**config.mk**
```make
export PLATFORM = sky130hd
export DESIGN_NAME = pmm_dispatcher
export DESIGN_NICKNAME = d
export VERILOG_FILES = /design/src/rtl/pmm_dispatcher.sv
export SDC_FILE = /design/constraint.sdc
export NUM_CORES = 1
export LEC_CHECK = 0
export ABC_AREA = 1
export BUFFER_PORTS_ARGS = -buffer_cell sky130_fd_sc_hd__buf_2
export CAP_MARGIN = 15
export CELL_PAD_IN_SITES_DETAIL_PLACEMENT = 0
export CELL_PAD_IN_SITES_GLOBAL_PLACEMENT = 1
export CORE_ASPECT_RATIO = 0.75
export CORE_UTILIZATION = 38
export CTS_BUF_LIST = sky130_fd_sc_hd__clkbuf_4 sky130_fd_sc_hd__clkbuf_8
export CTS_CLUSTER_DIAMETER = 40
export DETAILED_ROUTE_END_ITERATION = 12
export PLACE_DENSITY_LB_ADDON = 0.1
export SYNTH_ARGS = -nofsm -noshare
export SYNTH_HDL_FRONTEND = slang
export SYNTH_SLANG_ARGS = --single-unit
```
**constraint.sdc**
```tcl
create_clock -name clk -period 2.4 [get_ports clk]
set_input_delay 0.24 -clock clk [delete_from_list [all_inputs] [get_ports clk]]
set_output_delay 0.24 -clock clk [all_outputs]
set_load 0.03 [all_outputs]
```
**src/rtl/pmm_dispatcher.sv**
```systemverilog
// pmm_dispatcher: round-robin job streaming to pattern-matching modules with delayed result collection.
module pmm_dispatcher #(
  parameter int NUM_PMM   = 4,
  parameter int RES_DELAY = 3
) (
  input  logic                    clk,
  input  logic                    reset,
  input  logic [63:0]             in_data,
  input  logic [15:0]             in_control,
  input  logic                    in_valid,
  input  logic                    in_last,
  output logic                    in_ready,
  output logic [NUM_PMM*64-1:0]   pmm_data,
  output logic [NUM_PMM*16-1:0]   pmm_control,
  output logic [NUM_PMM-1:0]      pmm_valid,
  input  logic [NUM_PMM-1:0]      pmm_ready,
  input  logic [NUM_PMM-1:0]      pmm_accepted,
  output logic                    res_valid,
  output logic [2:0]              res_id,
  output logic                    res_match,
  input  logic                    res_ready,
  output logic [15:0]             jobs_done
);
  typedef enum logic {IDLE, STREAM} state_t;
  state_t state, state_nxt;
  logic [2:0] sel, sel_nxt, rr_ptr, pick, rpick;
  logic [3:0] j;
  logic found, rfound, xfer, done, res_hs;
  logic [7:0] elig, rdy, ripe, acc;
  logic [NUM_PMM-1:0] pending, ripe_v;
  logic [3:0] cnt [NUM_PMM];
  // Widen per-module vectors to 8 bits so 3-bit indices never fall out of range.
  assign rdy = 8'(pmm_ready);
  assign elig = 8'(pmm_ready & ~pending);
  assign ripe = 8'(ripe_v);
  assign acc = 8'(pmm_accepted);
  assign xfer = in_valid & in_ready;
  assign done = xfer & in_last;
  assign res_hs = res_valid & res_ready;
  always_comb begin
    ripe_v = '0;
    for (int i = 0; i < NUM_PMM; i++) ripe_v[i] = pending[i] && cnt[i] == 4'd0;
  end
  // Scan offsets from highest to lowest so the nearest eligible index after rr_ptr wins.
  always_comb begin
    found = 1'b0;
    pick = '0;
    j = '0;
    for (int i = NUM_PMM - 1; i >= 0; i--) begin
      j = {1'b0, rr_ptr} + 4'(i);
      if (j >= 4'(NUM_PMM)) j = j - 4'(NUM_PMM);
      if (elig[j[2:0]]) begin
        found = 1'b1;
        pick = j[2:0];
      end
    end
  end
  always_comb begin
    rfound = 1'b0;
    rpick = '0;
    for (int i = NUM_PMM - 1; i >= 0; i--)
      if (ripe[i]) begin
        rfound = 1'b1;
        rpick = 3'(i);
      end
  end
  always_ff @(posedge clk) begin
    if (reset) begin
      state <= IDLE;
      sel <= '0;
    end else begin
      state <= state_nxt;
      sel <= sel_nxt;
    end
  end
  always_comb begin
    state_nxt = state;
    sel_nxt = sel;
    if (state == IDLE) begin
      state_nxt = found ? STREAM : IDLE;
      sel_nxt = found ? pick : sel;
    end else if (done) begin
      state_nxt = IDLE;
    end
  end
  always_comb in_ready = (state == STREAM) && rdy[sel];
  always_ff @(posedge clk) begin
    if (reset) begin
      rr_ptr <= '0;
      pending <= '0;
      jobs_done <= '0;
      pmm_valid <= '0;
      pmm_data <= '0;
      pmm_control <= '0;
      res_valid <= 1'b0;
      res_id <= '0;
      res_match <= 1'b0;
      for (int k = 0; k < NUM_PMM; k++) cnt[k] <= '0;
    end else begin
      for (int k = 0; k < NUM_PMM; k++) begin
        pmm_valid[k] <= xfer && sel == 3'(k);
        if (xfer && sel == 3'(k)) begin
          pmm_data[k*64 +: 64] <= in_data;
          pmm_control[k*16 +: 16] <= in_control;
        end
        if (done && sel == 3'(k)) cnt[k] <= 4'(RES_DELAY);
        else if (cnt[k] != 4'd0) cnt[k] <= cnt[k] - 4'd1;
        pending[k] <= (pending[k] && !(res_hs && res_id == 3'(k))) || (done && sel == 3'(k));
      end
      if (done) begin
        rr_ptr <= (sel == 3'(NUM_PMM - 1)) ? 3'd0 : sel + 3'd1;
        jobs_done <= jobs_done + 16'd1;
      end
      if (!res_valid) begin
        res_valid <= rfound;
        if (rfound) begin
          res_id <= rpick;
          res_match <= acc[rpick];
        end
      end else if (res_ready) begin
        res_valid <= 1'b0;
      end
    end
  end
endmodule

```
==> flow_summary.json <==
{
  "cts_buffer_depth": 3,
  "synth_simple_gate_area_frac": 0.2525,
  "drive_gt1_frac": 0.2527,
  "numCtsBuffers": 61,
  "cts_tree": "done",
  "h-tree-depth": 2,
  "relSlewSlack": 0.4187,
  "vias": 14510,
  "synth-xor-area-share": 0.008460,
  "synth-async-reset-ratio": 0,
  "io_pins": 439,
  "clock-skew-final_ns": 0.02138,
  "cpPeakStageDelay_ns": 0.40,
  "post-cts-setup-buffers": 0,
  "cp-start-kind": "flip-flop",
  "layout_commonest_cell": "buf_2",
  "fin_crit_ns": 2.146,
  "area_delta_synth_final_pct": 32.18,
  "grt_pass1_wl_um": 77920,
  "avgSynthCellArea_um2": 7.938,
  "synth-seq-cells": 371,
  "gr-total-overflow": 0,
  "ys_types": 31,
  "post_drt_wl_per_cell_um": 18.21,
  "die_area_um2": 38930,
  "yosysSeqAreaShare": 0.5235,
  "cts_sinks": 371,
  "antenna_found_initial": 0,
  "wirelength_um": 51840,
  "setup_tns_ns": 0,
  "period_share": 0.8941,
  "cts_root_buf": "clkbuf_8",
  "rows": 61,
  "grt_max_degree": 175,
  "drt_iter0_markers": 997,
  "finalHoldViolCount": 0,
  "synth_compound_area_frac": 0.1297,
  "insertion_delay_ns": 0.62,
  "fmax_ghz": 0.4660,
  "synthFlopType": "dfxtp_1",
  "status": "completed",
  "antenna_left": 0,
  "grt_usage": 0.2558,
  "dr.pass1.iters": 5,
  "syn_area_um2": 14490,
  "synth_edf_count": 16,
  "layout_common_cells": "buf_2 (436), nand2_1 (405), nand3_1 (359)",
  "crit_type": "reg2reg",
  "critPathBufInv": 4,
  "portBuffers": 437,
  "syn-num-nets": 1934,
  "ys_warn_count": 0,
  "cpLargestDelayFamily": "buffers and inverters",
  "n_antenna_cell": 0,
  "synth.area.mux_share": 0,
  "cp.required_ns": 2.93,
  "leakage_nw": 8.066,
  "finalNetCount": 2405,
  "core_area_um2": 37320,
  "rsz0062_at_grt": "no",
  "setup_ws_ns": 0.2541,
  "crit_chain": "inv_2 > nand2_1 > nand3_1 > nand2_1 > a21oi_2 > nand2_2 > inv_8 > buf_12 > buf_4 > nand3_1 > a21oi_1",
  "grt_pass1_vias": 13482,
  "fp.dieW_um": 227.5,
  "dp_slack_ns": 0.2837,
  "avgViaCountPerCell": 5.097,
  "vdd_drop_max_uv": 364.3,
  "cp-end-kind": "flip-flop",
  "arrival_ns": 2.68,
  "crit_fanout": 51,
  "gp_congestion": 0.8079,
  "synth_top_family_by_area": "simple AND/OR/NAND/NOR gates",
  "tightest_slew_ns": 0.8720,
  "maxSlewViolCount": 0,
  "setup-violations-final": 0,
  "initial_core_util": 0.3883,
  "syn_inst": 1826,
  "hold_class": "in2reg",
  "hpwl_um": 33550,
  "drc": 0,
  "synthAdderAreaFrac": 0.01295,
  "cp_slowest_cell": "dfxtp_1",
  "powerDensity_nw_per_um2": 770.4,
  "cap_violations": 0,
  "die_h_um": 171.1,
  "cts.clk_slew.worst_paths_ns": 0.06
}
## power by group
group          internal, W  leakage [nW]  switching, W
clock              0.00339         0.708       0.00256
combinational     0.000676          4.31       0.00150
sequential         0.00650          3.04      0.000136
## kinds of logic after synthesis
family | Yosys count
and+or+nand+nor | 836
AOI/OAI and AO/OA | 373
DFF | 371
buffers and inverters | 216
adders and majority gates | 15
xor gates and xnor gates | 14
other | 1
## worst paths after layout
path / start / depth (start not counted) / slack [ns] / to
max: sel[0] / 11 / 0.25 / pmm_data[13]
min: reset / 4 / 0.14 / res_valid
max reg2reg: sel[0] / 11 / 0.25 / pmm_data[13]
min reg2reg: pmm_control[15] / 2 / 0.46 / pmm_control[15]
## tightest hold or removal path, delay by kind of cell
family          cells  cell delay, ns
compound gates      1            0.04
buf+inv             2            0.30
simple gates        1            0.14
## flip-flops by register name (all words and copies together) (netlist names)
register     count
sel              3
state            1
cnt             16
res_id           2
pending          4
rr_ptr           3
jobs_done       16
pmm_data       256
pmm_valid        4
res_match        1
res_valid        1
pmm_control     64
## area by class of cell
class / count / area, um2
inverter: 67 / 259.0
clock buffer: 101 / 1252
multi-input combinational: 1239 / 5932
sequential: 371 / 7587
clock inverter: 8 / 78.83
timing repair buffer: 557 / 3418
tap: 504 / 630.6
fill: 3692 / 18160
## per-layer routing
layer / vias to the layer above / GRT usage / wire length (um)
li1: 7088 / - / -
met1: 6838 / 0.3483 / 23380
met2: 491 / 0.3922 / 22800
met3: 93 / 0.06612 / 4082
met4: 0 / 0.08433 / 1577
met5: - / 0 / 0
## stage by stage
step           instance area (um2)  instances  utilization  total power [W]  hold WS (ns)
5_1_grt                      19160       2847       0.5133          0.01545        0.1607
2_1_floorplan                14490       1826            -         0.008131        0.4044
6_report                     19160       2847       0.5133          0.01476        0.1377
3_5_place_dp                 16950       2650       0.4541         0.008830        0.4491
3_3_place_gp                 16950       2650       0.4541         0.008804        0.4449
4_1_cts                      19160       2847       0.5133          0.01492        0.1034
## synthesized netlist by cell type, types with 3 or more instances
cell	number	area, um2
o21ai_0	19	95.09
ha_1	15	187.7
nand3_1	359	1797
xnor2_1	9	78.83
inv_2	3	11.26
clkbuf_1	78	292.8
xor2_1	5	43.79
edfxtp_1	16	480.5
nand2_1	408	1531
buf_2	43	215.2
nor3_1	12	60.06
nor2_1	38	142.6
dfxtp_1	355	7107
nand3b_1	6	45.04
buf_1	3	11.26
a21oi_1	348	1742
nand4_1	6	37.54
buf_6	21	236.5
inv_1	64	240.2
## what timing repair did
action                    in CTS  in global routing
hold endpoints to repair     325                  0
resized for setup              0                  0
hold buffers                  88                  0
No activity file was read; power rests on OpenSTA's default activity.
